==> src/rtl/spi_pwm_config.sv <==
// SPI-slave register-write controller for the PWM peripheral.
// Receives 16-bit write frames (R/W, 7-bit address, 8-bit data, MSB first)
// on asynchronous SCLK/COPI/nCS pins, synchronises them into clk and
// commits the data byte into one of five 8-bit configuration registers.
module spi_pwm_config #(
    parameter int         SYNC_STAGES = 2,
    parameter logic [6:0] MAX_ADDR    = 7'h04
) (
    input  logic       clk,
    input  logic       rst_n,
    input  logic       sclk,
    input  logic       copi,
    input  logic       ncs,
    output logic [7:0] en_reg_out_7_0,
    output logic [7:0] en_reg_out_15_8,
    output logic [7:0] en_reg_pwm_7_0,
    output logic [7:0] en_reg_pwm_15_8,
    output logic [7:0] pwm_duty_cycle,
    output logic       wr_strobe,
    output logic       frame_err
);

    localparam int NUM_REGS = 5;
    localparam int FW       = $clog2(SYNC_STAGES + 1);

    typedef enum logic [1:0] {
        ST_IDLE,
        ST_READY,
        ST_SHIFT,
        ST_COMMIT
    } state_t;

    logic [SYNC_STAGES-1:0] r_sclk_sync;
    logic [SYNC_STAGES-1:0] r_copi_sync;
    logic [SYNC_STAGES-1:0] r_ncs_sync;
    logic                   r_sclk_hist;
    logic                   r_ncs_hist;
    logic [FW-1:0]          r_flush;

    state_t     r_state;
    state_t     w_state_next;
    logic [15:0] r_shift;
    logic [4:0]  r_count;
    logic [7:0]  r_cfg [0:NUM_REGS-1];
    logic        r_wr_strobe;
    logic        r_frame_err;

    logic w_sclk;
    logic w_copi;
    logic w_ncs;
    logic w_sclk_rise;
    logic w_ncs_rise;
    logic w_ncs_fall;
    logic w_flushed;
    logic w_clear;
    logic w_shift_en;
    logic w_commit;
    logic w_frame_ok;
    logic [6:0] w_addr;
    logic w_wr_en;

    assign w_sclk      = r_sclk_sync[SYNC_STAGES-1];
    assign w_copi      = r_copi_sync[SYNC_STAGES-1];
    assign w_ncs       = r_ncs_sync[SYNC_STAGES-1];
    assign w_sclk_rise = w_sclk & ~r_sclk_hist;
    assign w_ncs_rise  = w_ncs & ~r_ncs_hist;
    assign w_ncs_fall  = ~w_ncs & r_ncs_hist;
    assign w_flushed   = (r_flush == FW'(SYNC_STAGES));

    // Input synchronisers plus one history flop each for edge detection.
    always_ff @(posedge clk or negedge rst_n) begin
        if (!rst_n) begin
            r_sclk_sync <= '0;
            r_copi_sync <= '0;
            r_ncs_sync  <= '1;
            r_sclk_hist <= 1'b0;
            r_ncs_hist  <= 1'b1;
        end else begin
            r_sclk_sync <= {r_sclk_sync[SYNC_STAGES-2:0], sclk};
            r_copi_sync <= {r_copi_sync[SYNC_STAGES-2:0], copi};
            r_ncs_sync  <= {r_ncs_sync[SYNC_STAGES-2:0], ncs};
            r_sclk_hist <= w_sclk;
            r_ncs_hist  <= w_ncs;
        end
    end

    // The ncs chain is preloaded high by reset, so its output only reflects
    // the real pin once SYNC_STAGES post-reset samples have flushed through.
    always_ff @(posedge clk or negedge rst_n) begin
        if (!rst_n) begin
            r_flush <= '0;
        end else if (!w_flushed) begin
            r_flush <= r_flush + FW'(1);
        end
    end

    // FSM state register.
    always_ff @(posedge clk or negedge rst_n) begin
        if (!rst_n) begin
            r_state <= ST_IDLE;
        end else begin
            r_state <= w_state_next;
        end
    end

    // FSM next-state and datapath controls; ncs rise wins over a same-cycle sclk edge.
    always_comb begin
        w_state_next = r_state;
        w_clear      = 1'b0;
        w_shift_en   = 1'b0;
        w_commit     = 1'b0;
        case (r_state)
            ST_IDLE: begin
                if (w_flushed && w_ncs) begin
                    w_state_next = ST_READY;
                end
            end
            ST_READY: begin
                if (w_ncs_fall) begin
                    w_clear      = 1'b1;
                    w_state_next = ST_SHIFT;
                end
            end
            ST_SHIFT: begin
                if (w_ncs_rise) begin
                    w_state_next = ST_COMMIT;
                end else if (w_sclk_rise) begin
                    w_shift_en = 1'b1;
                end
            end
            ST_COMMIT: begin
                w_commit     = 1'b1;
                w_state_next = ST_READY;
            end
            default: begin
                w_state_next = ST_IDLE;
            end
        endcase
    end

    // Shift register and saturating bit counter (17 marks "too long").
    always_ff @(posedge clk or negedge rst_n) begin
        if (!rst_n) begin
            r_shift <= '0;
            r_count <= '0;
        end else if (w_clear) begin
            r_shift <= '0;
            r_count <= '0;
        end else if (w_shift_en) begin
            r_shift <= {r_shift[14:0], w_copi};
            if (r_count != 5'd17) begin
                r_count <= r_count + 5'd1;
            end
        end
    end

    assign w_frame_ok = (r_count == 5'd16);
    assign w_addr     = r_shift[14:8];
    assign w_wr_en    = w_commit & w_frame_ok & r_shift[15] & (w_addr <= MAX_ADDR);

    // Configuration register file, written only by a complete, in-range write frame.
    always_ff @(posedge clk or negedge rst_n) begin
        if (!rst_n) begin
            for (int i = 0; i < NUM_REGS; i++) begin
                r_cfg[i] <= 8'h00;
            end
        end else if (w_wr_en) begin
            for (int i = 0; i < NUM_REGS; i++) begin
                if (w_addr == 7'(i)) begin
                    r_cfg[i] <= r_shift[7:0];
                end
            end
        end
    end

    // One-cycle status pulses, produced from the single COMMIT cycle.
    always_ff @(posedge clk or negedge rst_n) begin
        if (!rst_n) begin
            r_wr_strobe <= 1'b0;
            r_frame_err <= 1'b0;
        end else begin
            r_wr_strobe <= w_wr_en;
            r_frame_err <= w_commit & ~w_frame_ok;
        end
    end

    assign en_reg_out_7_0  = r_cfg[0];
    assign en_reg_out_15_8 = r_cfg[1];
    assign en_reg_pwm_7_0  = r_cfg[2];
    assign en_reg_pwm_15_8 = r_cfg[3];
    assign pwm_duty_cycle  = r_cfg[4];
    assign wr_strobe       = r_wr_strobe;
    assign frame_err       = r_frame_err;

endmodule

==> config.mk <==
export PLATFORM = sky130hd
export DESIGN_NAME = spi_pwm_config
export DESIGN_NICKNAME = d
export VERILOG_FILES = /design/src/rtl/spi_pwm_config.sv
export SDC_FILE = /design/constraint.sdc
export NUM_CORES = 1
export LEC_CHECK = 0
export BUFFER_PORTS_ARGS = -buffer_cell sky130_fd_sc_hd__clkbuf_2
export CAP_MARGIN = 20
export CORE_ASPECT_RATIO = 1.1
export CORE_MARGIN = 4
export CORE_UTILIZATION = 50
export CTS_CLUSTER_DIAMETER = 120
export CTS_CLUSTER_SIZE = 24
export DETAILED_ROUTE_END_ITERATION = 8
export GPL_ROUTABILITY_DRIVEN = 1
export PLACE_DENSITY = 0.79
export SLEW_MARGIN = 25
export SYNTH_ARGS = -nofsm -noshare
export SYNTH_HDL_FRONTEND = slang
export SYNTH_SLANG_ARGS = --single-unit
==> constraint.sdc <==
create_clock -name clk -period 2 [get_ports clk]
set_input_delay 0.4 -clock clk [delete_from_list [all_inputs] [get_ports clk]]
set_output_delay 0.4 -clock clk [all_outputs]
set_load 0.02 [all_outputs]
==> reports/qor.txt <==
Worst Path Required = 2.27 ns
Peak Freq = 0.5394 GHz
Nets = 276
Top cells by area, synth = dfrtp_1 58%, mux2_2 9.0%, mux2_4 7.7%, a22o_1 4.5%, ha_1 3.6%
Initial Utilization = 0.5263
Post-synthesis simple-gate area fraction = 0.09164
Reg2reg end = r_count[2]$_DFFE_PN0P_
Post-route cell area = 0.003769 mm2
Number of cell rows = 29
Core area = 0.005914 mm2
Die Y = 90.76 um
Area of placed instances = 0.003503 mm2
Post-synthesis adder-cell area fraction = 0.03617
Hold_buf cts = 0
Layout cells sized above 1 = 0.4906
Run status = complete, no violations
Post-synthesis compound-gate area fraction = 0.07235
Worst Slack Setup Final = 0.1462 ns
Kind of critical path = reg2reg
H-Tree Depth = 3
Pleak = 0.001909 uW
Post-synth cell types = 40
Initial antenna violation count = 0
Design Power = 3516 uW
Reg2reg setup slack = 0.15 ns
Clock Skew = 0.01057 ns
Vias = 1828
Yosys warnings = 0
Cell Area, Synth = 0.003113 mm2
VDD IR max = 0.0009950 V
Setup tns final = 0 ns
Aggregate global-route resource usage = 0.1615
Hold WS = 0.05210 ns
Start of the worst register-to-register path = r_state[0]$_DFFE_PN0P_
Xor and xnor fraction of the mapped netlist area = 0.002814
Max_cap viols = 0
PwrDens = 933.0 mW/mm2
1st-iter DRT viols = 74
Top_reg_cell synth = dfrtp_1
Longest Clk Path Bufs = 2
Clock Latency Late Sink = 0.35 ns
Mapped Nets = 214
Hold crit path type = in2async
Total wire length = 5606 um
Startpoint Class = flop
Post-synth top cells = 72 x dfrtp_1, 25 x mux2_2, 16 x a22o_1, 16 x mux2_4, 9 x ha_1
Routed length per placed instance = 16.30 um
Pre-CTS WS = 0.02291 ns
Area grow syn2layout = 21.06%
Worst-Margin Slew = 0.5988 ns
Max-slew violations = 0
Avg Cell Area, Syn = 15.56 um2
Seq/Total Area, Yosys = 0.6041
Vias/cell = 5.314
Final Wtd Congestion = 0.8250
Mapped Cells = 200
Port bufs = 46
Die footprint = 0.007554 mm2
Final hold vios = 0
CP Capture Type = flop
R2r worst-path depth = 6
Clock Pin Slew Worst Setup and Hold Paths = 0.08 ns
Number of synthesized flops with an enable pin = 0
Die X = 83.23 um
Setup-failing EPs final = 0
Yosys top cell by area = dfrtp_1
Relative slew slack = 0.6008
Clock sink count = 75
Largest family of logic cells by synthesized area = multiplexers
Post-synth top area share = 0.5788
Total grt overflow = 0
Unrepaired setup endpoints after global routing = false
Ant diodes = 0
Fin crit share = 0.9269
Root buf cell = clkbuf_8
First-pass GRT wire length = 9618 um
#FFs+latches synth = 75
DP Wirelength = 4017 um
Crit-path max FO = 8
Vias in the first global route = 1911
DR DRC count = 0
Most common cell in the netlist = dfrtp_1
CTS Buf Count = 9
Pin count of the biggest net entering global routing = 50
Period minus WS final = 1.854 ns
Multiplexer share of the synthesized area = 0.1708
CTS tree = yes
DRT antenna net count = 0
I/O Pins = 47
Worst path arrival time = 2.13 ns
DRT Pass-1 Iters = 4
Asr flop ratio synth = 1.000
[cells by family (layout without fill, tap and decap cells)]
group / after synthesis / count (layout)
XOR/XNOR: 1 / 1
flip-flops: 75 / 75
adder cells (fa/ha/maj): 9 / 9
multiplexers: 42 / 42
AND/OR/NAND/NOR: 31 / 31
AO/OA/AOI/OAI: 29 / 29
buffers and inverters: 13 / 80
[worst max-delay path, stage by stage (launching register included)]
cell,delay (ns)
dfrtp_1,0.42
inv_1,0.11
ha_2,0.22
nand2_2,0.09
o311a_4,0.35
or4b_1,0.47
a21oi_1,0.12
[through the flow]
step | cells | utilization
after floorplan | 200 | -
after global placement | 327 | 0.5923
after detailed placement | 327 | 0.5923
after CTS | 343 | 0.6315
after global routing | 344 | 0.6372
final | 344 | 0.6372
[worst max-delay path by stage]
stage | to | slack [ns] | cells past startpoint | start
floorplan | en_reg_out_15_8[0]$_DFFE_PN0P_ | 0.07 | 7 | r_count[0]$_DFFE_PN0P_
global placement | r_count[2]$_DFFE_PN0P_ | 0.1 | 6 | r_state[0]$_DFFE_PN0P_
detailed placement | r_count[2]$_DFFE_PN0P_ | 0.02 | 6 | r_state[0]$_DFFE_PN0P_
CTS | r_count[2]$_DFFE_PN0P_ | 0.03 | 6 | r_state[0]$_DFFE_PN0P_
global route | r_count[2]$_DFFE_PN0P_ | 0.007 | 6 | r_state[0]$_DFFE_PN0P_
finish | r_count[2]$_DFFE_PN0P_ | 0.15 | 6 | r_state[0]$_DFFE_PN0P_
[cells in the final DEF (no fill, tap or decap), drive strengths merged, types with 4 or more instances in the layout]
cell type  instances
clkbuf            55
inv                9
buf               13
ha                 9
nand3              6
mux2              41
nor2               4
a22o              16
dfrtp             72
o21ai              5
[per-layer routing]
layer | vias up | global-route usage | wire length, um
met5 | - | 0 | 0
met4 | 0 | 0.09264 | 128
met3 | 10 | 0.03741 | 263
met2 | 47 | 0.2366 | 2684
met1 | 918 | 0.2197 | 2530
li1 | 853 | - | -
[flip-flops by register name, indices dropped and copies added, names as in the netlist]
register and flops:
r_shift 16, en_reg_out_15_8 8, en_reg_out_7_0 8, en_reg_pwm_15_8 8, en_reg_pwm_7_0 8, pwm_duty_cycle 8
r_count 5, r_copi_sync 2, r_flush 2, r_ncs_sync 2, r_sclk_sync 2, r_state 2
frame_err 1, r_ncs_hist 1, r_sclk_hist 1, wr_strobe 1
[where the power goes]
part | switching [uW] | internal (uW)
Clock | 574 | 750
Sequential | 95.9 | 1600
Combinational | 270 | 227
[layout make-up]
| type | count | area, um2 |
|---|---|---|
| Sequential cell | 75 | 1881 |
| Multi-Input combinational cell | 112 | 1186 |
| Timing Repair Buffer | 58 | 351.6 |
| Clock buffer | 10 | 137.6 |
| Tap cell | 77 | 96.34 |
| Clock inverter | 6 | 93.84 |
| Fill cell | 437 | 2146 |
| Inverter | 6 | 22.52 |
[what timing repair did]
item | CTS | global route
setup buffers | 0 | 2
setup endpoints to repair | 0 | 13
resized for setup | 0 | 6
(Power assumes the default switching activity.)
